### src/rtl/a2d_pkg.sv
// Shared types and helpers for the A2D sampler slice.
// Holds the FSM state enum, result width and the SPI command word builder.
package a2d_pkg;

  typedef enum logic [2:0] {
    IDLE,
    TX1,
    GAP,
    TX2,
    CMPLT
  } a2d_state_t;

  localparam int A2D_RES_W  = 12;
  localparam int A2D_CHAN_W = 3;

  function automatic logic [15:0] a2d_cmd(
    input logic [A2D_CHAN_W-1:0] ch
  );
    return {2'b00, ch, 11'h000};
  endfunction

endpackage

### src/rtl/a2d_gap_timer.sv
// Loadable down-counter timing the idle gap between two SPI frames.
// Ports: clk, rst_n, load_i/load_val_i (preset), en_i (count), tc_o (last count).
module a2d_gap_timer #(
  parameter int CNT_W = 4
) (
  input  logic             clk,
  input  logic             rst_n,
  input  logic             load_i,
  input  logic [CNT_W-1:0] load_val_i,
  input  logic             en_i,
  output logic             tc_o
);

  logic [CNT_W-1:0] cnt_q;

  always_ff @(posedge clk or negedge rst_n) begin
    if (!rst_n) begin
      cnt_q <= '0;
    end else if (load_i) begin
      cnt_q <= load_val_i;
    end else if (en_i && cnt_q != '0) begin
      cnt_q <= cnt_q - 1'b1;
    end
  end

  // Loaded with the gap length, so a count of one marks the final gap cycle.
  assign tc_o = (cnt_q == CNT_W'(1));

endmodule

### src/rtl/a2d_sampler.sv
// Sequences the two SPI frames of one A2D conversion and returns the result.
// Ports: clk, rst_n, strt_cnv/chnnl in, busy/cnv_cmplt/res out, wrt/cmd/done/rd_data to SPI.
// Build option A2D_AVG4_EN: four conversion pairs per request, res = truncated mean.
import a2d_pkg::*;

module a2d_sampler #(
  parameter int GAP_CYCLES = 2,
  parameter int CHAN_W     = 3
) (
  input  logic                 clk,
  input  logic                 rst_n,
  input  logic                 strt_cnv,
  input  logic [CHAN_W-1:0]    chnnl,
  output logic                 busy,
  output logic                 cnv_cmplt,
  output logic [A2D_RES_W-1:0] res,
  output logic                 wrt,
  output logic [15:0]          cmd,
  input  logic                 done,
  input  logic [15:0]          rd_data
);

  a2d_state_t           state_q;
  logic [CHAN_W-1:0]    chnnl_q;
  logic                 busy_q;
  logic                 cmplt_q;
  logic                 wrt_q;
  logic [A2D_RES_W-1:0] res_q;
  logic                 gap_load;
  logic                 gap_tc;
  logic                 tx1_done;
  logic                 tx2_done;
  logic                 unused_hi;

  assign tx1_done  = (state_q == TX1) && done;
  assign tx2_done  = (state_q == TX2) && done;
  assign unused_hi = ^rd_data[15:12];

`ifdef A2D_AVG4_EN
  logic [1:0]  pair_q;
  logic [13:0] sum_q;
  logic        to_tx1_q;
  logic [13:0] sum_nxt;
  logic        last_pair;

  assign sum_nxt   = sum_q + 14'(rd_data[11:0]);
  assign last_pair = (pair_q == 2'd3);
  assign gap_load  = tx1_done || (tx2_done && !last_pair);
`else
  assign gap_load  = tx1_done;
`endif

  a2d_gap_timer #(
    .CNT_W (4)
  ) u_gap (
    .clk        (clk),
    .rst_n      (rst_n),
    .load_i     (gap_load),
    .load_val_i (4'(GAP_CYCLES)),
    .en_i       (state_q == GAP),
    .tc_o       (gap_tc)
  );

  always_ff @(posedge clk or negedge rst_n) begin
    if (!rst_n) begin
      state_q  <= IDLE;
      chnnl_q  <= '0;
      busy_q   <= 1'b0;
      cmplt_q  <= 1'b0;
      wrt_q    <= 1'b0;
      res_q    <= '0;
`ifdef A2D_AVG4_EN
      pair_q   <= 2'd0;
      sum_q    <= '0;
      to_tx1_q <= 1'b0;
`endif
    end else begin
      wrt_q   <= 1'b0;
      cmplt_q <= 1'b0;
      unique case (state_q)
        IDLE: begin
          if (strt_cnv) begin
            chnnl_q <= chnnl;
            wrt_q   <= 1'b1;
            busy_q  <= 1'b1;
            state_q <= TX1;
          end
        end
        TX1: begin
          if (done) state_q <= GAP;
        end
        GAP: begin
          if (gap_tc) begin
            wrt_q    <= 1'b1;
`ifdef A2D_AVG4_EN
            to_tx1_q <= 1'b0;
            state_q  <= to_tx1_q ? TX1 : TX2;
`else
            state_q  <= TX2;
`endif
          end
        end
        TX2: begin
          if (done) begin
`ifdef A2D_AVG4_EN
            if (last_pair) begin
              res_q   <= sum_nxt[13:2];
              sum_q   <= '0;
              pair_q  <= 2'd0;
              cmplt_q <= 1'b1;
              state_q <= CMPLT;
            end else begin
              sum_q    <= sum_nxt;
              pair_q   <= pair_q + 2'd1;
              to_tx1_q <= 1'b1;
              state_q  <= GAP;
            end
`else
            res_q   <= rd_data[11:0];
            cmplt_q <= 1'b1;
            state_q <= CMPLT;
`endif
          end
        end
        CMPLT: begin
          busy_q  <= 1'b0;
          state_q <= IDLE;
        end
        default: state_q <= IDLE;
      endcase
    end
  end

  assign busy      = busy_q;
  assign cnv_cmplt = cmplt_q;
  assign res       = res_q;
  assign wrt       = wrt_q;
  assign cmd       = a2d_cmd(chnnl_q);

endmodule

### config.mk
export PLATFORM = sky130hd
export DESIGN_NAME = a2d_sampler
export DESIGN_NICKNAME = d
export VERILOG_FILES = /design/src/rtl/a2d_pkg.sv /design/src/rtl/a2d_gap_timer.sv /design/src/rtl/a2d_sampler.sv
export SDC_FILE = /design/constraint.sdc
export NUM_CORES = 1
export LEC_CHECK = 0
export ABC_AREA = 0
export CORE_UTILIZATION = 44
export CTS_BUF_LIST = sky130_fd_sc_hd__clkbuf_4 sky130_fd_sc_hd__clkbuf_8 sky130_fd_sc_hd__clkbuf_16
export CTS_CLUSTER_SIZE = 25
export DETAILED_ROUTE_END_ITERATION = 7
export MAX_ROUTING_LAYER = met4
export PLACE_DENSITY_LB_ADDON = 0.25
export SYNTH_ARGS = -nofsm -noshare
export SYNTH_HDL_FRONTEND = slang
export SYNTH_SLANG_ARGS = --single-unit
### constraint.sdc
create_clock -name clk -period 2.35 [get_ports clk]
set_clock_uncertainty 0.05 [all_clocks]
set_input_delay 0.47 -clock clk [delete_from_list [all_inputs] [get_ports clk]]
set_output_delay 0.47 -clock clk [all_outputs]
set_load 0.01 [all_outputs]
==> results of run 1 <==
metal layers:
| layer | wire (um) | share of wire [%] | vias up |
|---|---|---|---|
| met3 | 86 | 4.1 | 0 |
| met2 | 1100 | 52 | 32 |
| met1 | 917 | 44 | 406 |
| met5 | 0 | 0 | - |
| li1 | - | - | 371 |
| met4 | 0 | 0 | 0 |
per-stage QoR:
| stage | cells | setup WS, ps | total power, mW |
|---|---|---|---|
| floorplan | 107 | 875 | 1.30 |
| global placement | 158 | 488 | 1.64 |
| detailed placement | 158 | 453 | 1.68 |
| CTS | 162 | 578 | 1.88 |
| global route | 162 | 538 | 1.98 |
| finish | 162 | 594 | 1.86 |
worst min-delay path by stage:
| stage | from | endpoint | slack, ps | cells past startpoint |
|---|---|---|---|---|
| 5_1_grt | rst_n | state_q[0]$_DFFE_PN0P_ | 480 | 2 |
| 2_1_floorplan | rst_n | busy$_DFFE_PN0P_ | 120 | 0 |
| 6_report | rst_n | chnnl_q[0]$_DFFE_PN0P_ | 450 | 2 |
| 3_5_place_dp | res[11]$_DFFE_PN0P_ | res[11]$_DFFE_PN0P_ | 450 | 1 |
| 3_3_place_gp | res[10]$_DFFE_PN0P_ | res[10]$_DFFE_PN0P_ | 440 | 1 |
| 4_1_cts | rst_n | chnnl_q[0]$_DFFE_PN0P_ | 460 | 2 |
sequential cells by signal, indices dropped and copies added (netlist names):
register / count
busy: 1
chnnl_q: 3
cnv_cmplt: 1
res: 12
state_q: 3
u_gap.cnt_q: 4
wrt: 1
placed cells by master, fill, tap and decap left out, types with 2 or more instances in the layout:
cell type	Yosys	routed
nand2_1	3	3
mux2i_1	2	2
conb_1	1	13
clkdlybuf4s50_1	0	36
nor2_1	3	3
mux2_2	15	15
dfrtp_1	25	25
a21oi_1	2	2
nand3_1	4	4
clkbuf_4	0	3
o21ai_0	2	2
ha_1	3	3
inv_1	4	4
cell families after synthesis:
kind of cell | count (synthesis) | synth area share, %
muxes | 17 | 15.6
and+or+nand+nor | 20 | 13.1
AOI/OAI and AO/OA | 8 | 4.33
other | 1 | 0.309
xor gates and xnor gates | 1 | 0.721
DFF | 25 | 51.5
adders and majority gates | 3 | 3.09
buffers and inverters | 20 | 11.4
layout make-up:
cell class / instances / area share (%)
clock buffer: 3 / 1.44
clock inverter: 1 / 0.319
inverter: 4 / 0.957
multi-input combinational: 62 / 31.6
sequential: 25 / 39.9
tap: 30 / 2.39
timing repair buffer: 37 / 23.4
where the power goes:
group | switching, mW | total (mW) | internal, mW
sequential | 0.171 | 0.800 | 0.629
clock | 0.124 | 0.187 | 0.0634
combinational | 0.340 | 0.868 | 0.528
total | 0.635 | 1.86 | 1.22
==> run_results.csv, run 1 <==
group,metric,value,unit
status,run_status,"finished, final reports clean",
clock_network,clock_latency,310,ps
sta,rsz0062_at_grt,"no",
clock_network,clk_pin_slew_worst_paths,140,ps
global_route,busiest_layer,"met2",
setup_path,worstPathRequired,1830,ps
sta,slew_violations,0,
power_and_ir_drop,irDropWorstVdd,0.639,mV
cells_and_area,synthToLayoutAreaGrowth,29.1,%
setup_path,path_max_fanout,2,
logic_synthesis,synth_edf_count,0,
global_route,grtUsageMet1,18.7,%
floorplan,die_h,54.5,um
floorplan,fp.dieArea,2980,um2
sta,tns,0,ps
global_route,grt_usage,15.5,%
clock_network,cts_setup_buffers,0,
clock_network,htree_levels,1,
sta,holdWs,449,ps
sta,setup_viol_count_final,0,
route,vias_per_cell,4.99,
sta,hold_viol,0,
sta,fmax,570,MHz
setup_path,path_buf_inv,1,
clock_network,postCtsHoldBufs,0,
setup_path,worstSetupEndpointType,"output pin",
setup_path,r2r_cells,5,
logic_synthesis,yosys.cell_count.top_type,"dfrtp_1",
worst_hold_path,hp-class,"input port to asynchronous set/reset pin",
global_route,grt-ovfl-total,0,
cells_and_area,utilization,61.7,%
logic_synthesis,netlist_top_cells_count,"dfrtp_1 (25), buf_4 (15), mux2_2 (15), inv_1 (4), nand3_1 (4)",
clock_network,post_cts_resized,0,
setup_path,regToRegStartpoint,"u_gap.cnt_q[0]$_DFFE_PN0P_",
logic_synthesis,ys_seq_elements,25,
logic_synthesis,synth_seq_area_share,51.5,%
global_route,grt_pass1_vias,812,
logic_synthesis,post_synth_instance_area,1210,um2
logic_synthesis,ys.flop_type,"dfrtp_1",
placed_design,gp_congestion,0.845,
logic_synthesis,yosys-top-cells-area,"dfrtp_1 (51%), mux2_2 (14%), buf_4 (9.3%)",
floorplan,die_w,54.5,um
setup_path,critPathKind,"flop to output pin",
global_route,use_met2,27.0,%
setup_path,path_depth,1,
global_route,grt_max_degree,26,
sta,fin_crit,1760,ps
route,drtIter0Drc,11,
placed_design,placed_area,1540,um2
route,routed-via-count,809,
route,routed_wl,2100,um
clock_network,cts_root_buf,"clkbuf_4",
placed_design,dpl.hpwl,1640,um
setup_path,endpoint,"res[10]",
setup_path,critPathLaunchType,"flop",
logic_synthesis,ys_async_sr_fraction,100,%
floorplan,rows,18,
logic_synthesis,syn-mean-instance-area,12.8,um2
setup_path,worstPathCellList,"clkdlybuf4s50_1",
cells_and_area,final_nets,159,
floorplan,initial_core_util,47.7,%
cells_and_area,multiInputGateArea,495,um2
setup_path,critPathMaxStageDelay,550,ps
cells_and_area,regArea,626,um2
logic_synthesis,yosysUniqueCellTypes,28,
route,drt-wirelength-per-cell,13.0,um
job,cap_viol_max_count,0,
cells_and_area,diodes,0,
cells_and_area,postLayoutCellArea,1570,um2
sta,post-route-period-util,74.7,%
power_and_ir_drop,powerDensity,1180,nW/um2
clock_network,cts_buffers,3,
route,ant_nets,0,
setup_path,slowest_stage,"clkdlybuf4s50_1",
global_route,use_met3,3.33,%
setup_path,r2r_end,"u_gap.cnt_q[3]$_DFFE_PN0P_",
placed_design,io_buffers,36,
setup_path,reg2reg_slack,730,ps
cells_and_area,drive_gt1_share,19.7,%
power_and_ir_drop,power_leakage,0.723,nW
floorplan,coreArea,2540,um2
cells_and_area,fill_cells,205,
logic_synthesis,yosys_warnings,0,
floorplan,pin_count,54,
global_route,grt_pass1_wl,3240,um
setup_path,crit_start,"res[10]$_DFFE_PN0P_",
logic_synthesis,synthCells,95,
setup_path,cpLargestDelayFamily,"buffers and inverters",
global_route,antenna_found_initial,0,
logic_synthesis,yosysTopAreaCell,"dfrtp_1",
clock_network,clk_path_buf_depth,2,
clock_network,cts_sinks,25,
logic_synthesis,synth_top_area_share,51.5,%
route,drt_pass1_iterations,4,
setup_path,critPathArrivalTime,1240,ps
clock_network,cts_tree,"yes",
route,drc_errors,0,
(Power assumes the default switching activity.)
==> inputs of run 2 (changes only) <==
--- a/config.mk
+++ b/config.mk
@@ -6,7 +6,7 @@
 export NUM_CORES = 1
 export LEC_CHECK = 0
 export ABC_AREA = 0
-export CORE_UTILIZATION = 44
+export CORE_UTILIZATION = 41
 export CTS_BUF_LIST = sky130_fd_sc_hd__clkbuf_4 sky130_fd_sc_hd__clkbuf_8 sky130_fd_sc_hd__clkbuf_16
 export CTS_CLUSTER_SIZE = 25
 export DETAILED_ROUTE_END_ITERATION = 7
==> constraint.sdc (replaced) <==
create_clock -name clk -period 1.77 [get_ports clk]
set_clock_uncertainty 0.05 [all_clocks]
set_input_delay 0.354 -clock clk [delete_from_list [all_inputs] [get_ports clk]]
set_output_delay 0.354 -clock clk [all_outputs]
set_load 0.01 [all_outputs]
==> run 2 against run 1 <==
Net effect: cell area increased by 0.72%; core utilization decreased by 4.8 points; sequential share of layout area decreased by 0.28 points; sequential power increased by 32%; non-clock buffer count increased by 1; power increased by 33%; setup slack got worse by 480 ps; critical endpoint is now res[7]; largest cell class unchanged; highest routed layer is now met4.
==> run_results.csv, run 2 (synthesized netlist as in run 1, its figures left out) <==
group,metric,value,unit
status,run_status,"finished, final reports clean",
setup_path,worstPathRequired,1370,ps
sta,setup_viol_count_final,0,
cells_and_area,drive_gt1_share,20.3,%
placed_design,io_buffers,36,
job,cap_viol_max_count,0,
clock_network,cts_buffers,3,
setup_path,cpLargestDelayFamily,"buffers and inverters",
cells_and_area,final_nets,160,
worst_hold_path,hp-class,"input port to asynchronous set/reset pin",
clock_network,clk_pin_slew_worst_paths,150,ps
route,vias_per_cell,4.83,
route,drt-wirelength-per-cell,12.8,um
floorplan,initial_core_util,43.7,%
cells_and_area,regArea,626,um2
power_and_ir_drop,powerDensity,1560,nW/um2
setup_path,slowest_stage,"clkdlybuf4s50_1",
clock_network,postCtsHoldBufs,0,
sta,tns,0,ps
floorplan,fp.dieArea,3180,um2
sta,fmax,604,MHz
clock_network,cts_tree,"yes",
clock_network,htree_levels,1,
power_and_ir_drop,power_leakage,0.724,nW
route,drt_pass1_iterations,3,
route,drc_errors,0,
floorplan,die_w,56.4,um
power_and_ir_drop,power,2.47,mW
setup_path,regToRegStartpoint,"u_gap.cnt_q[0]$_DFFE_PN0P_",
route,ant_nets,0,
cells_and_area,fill_cells,256,
clock_network,cts_sinks,25,
setup_path,path_max_fanout,2,
floorplan,die_h,56.4,um
route,drtIter0Drc,4,
floorplan,pin_count,54,
placed_design,gp_congestion,0.739,
setup_path,path_depth,1,
clock_network,cts_root_buf,"clkbuf_4",
setup_path,r2r_cells,5,
global_route,grt_pass1_vias,808,
cells_and_area,synthToLayoutAreaGrowth,30.1,%
setup_path,crit_start,"res[7]$_DFFE_PN0P_",
setup_path,critPathArrivalTime,1250,ps
cells_and_area,diodes,0,
global_route,grt_usage,14.0,%
cells_and_area,final_cell_mix,"clkdlybuf4s50_1 (36), dfrtp_1 (25), mux2_2 (15), conb_1 (13)",
setup_path,path_buf_inv,1,
global_route,antenna_found_initial,0,
route,routed_wl,2090,um
cells_and_area,multiInputGateArea,495,um2
clock_network,clk_path_buf_depth,2,
global_route,grt_pass1_wl,3380,um
setup_path,critPathLaunchType,"flop",
floorplan,rows,19,
sta,fin_crit,1660,ps
setup_path,worstPathCellList,"clkdlybuf4s50_1",
route,routed-via-count,792,
placed_design,dpl.hpwl,1530,um
clock_network,cts_setup_buffers,0,
cells_and_area,final_common_cell,"clkdlybuf4s50_1",
cells_and_area,largest_reg_flops,12,
power_and_ir_drop,irDropWorstVdd,0.952,mV
setup_path,critPathMaxStageDelay,540,ps
sta,slew_violations,0,
global_route,grt_max_degree,26,
global_route,grt-ovfl-total,0,
setup_path,critPathKind,"flop to output pin",
clock_network,post_cts_resized,0,
sta,rsz0062_at_grt,"no",
sta,hold_viol,0,
floorplan,coreArea,2780,um2
clock_network,clock_latency,320,ps
setup_path,worstSetupEndpointType,"output pin",
sta,post-route-period-util,93.5,%
## run 2: cell types whose count changed in the layout (fill, tap and decap cells not counted)
cell and change:
clkinv_2 -1, clkinvlp_4 +1, buf_4 +1
## run 2: power by group
group | switching, mW | leakage [nW] | total (mW) | internal, mW
Combinational | 0.443 | 0.407 | 1.14 | 0.699
Sequential | 0.228 | 0.303 | 1.06 | 0.835
Clock | 0.180 | 0.0139 | 0.266 | 0.0863
Total | 0.851 | 0.724 | 2.47 | 1.62
## run 2: cell type report
| cell class | count | area share, % |
|---|---|---|
| Tap cell | 31 | 2.45 |
| Timing Repair Buffer | 38 | 23.8 |
| Inverter | 4 | 0.950 |
| Clock buffer | 3 | 1.43 |
| Sequential cell | 25 | 39.6 |
| Multi-Input combinational cell | 62 | 31.4 |
| Clock inverter | 1 | 0.475 |
## run 2: metrics by stage
step / area [um2] / setup slack [ps] / utilization (%) / hold WS (ps) / cells
after floorplan: 1260 / 295 / - / 8.41 / 107
after global placement: 1550 / 50.1 / 55.7 / 437 / 160
after detailed placement: 1550 / 19.8 / 55.7 / 446 / 160
after CTS: 1580 / 94.4 / 56.8 / 321 / 164
after global routing: 1580 / 47.9 / 56.8 / 329 / 164
final: 1580 / 114 / 56.8 / 319 / 164
## run 2: worst reg2reg max path, delay by kind of cell, from the launching register on
kind / cells / cell delay, ps
simple gates: 2 / 610
flops: 1 / 440
mux: 1 / 190
fa+ha+maj: 1 / 170
buf+inv: 1 / 120
## run 2: routing by layer
layer / routed length [um] / up-vias / share of wire [%] / track usage, %
li1: - / 375 / - / -
met1: 907 / 383 / 43 / 16.4
met2: 1050 / 32 / 50 / 23.2
met3: 123 / 2 / 5.9 / 2.53
met4: 10 / 0 / 0.48 / 6.62
met5: 0 / - / 0 / -
## run 2: path summary, 6_finish.rpt
| kind | to | slack, ps |
|---|---|---|
| worst min register to register | res[0]$_DFFE_PN0P_ | 470 |
| worst min-delay path | state_q[1]$_DFFE_PN0P_ | 320 |
| min in group clk | res[0]$_DFFE_PN0P_ | 470 |
| worst max register to register | u_gap.cnt_q[2]$_DFFE_PN0P_ | 120 |
| worst max-delay path | res[7] | 110 |
| max in group asynchronous | res[0]$_DFFE_PN0P_ | 1110 |
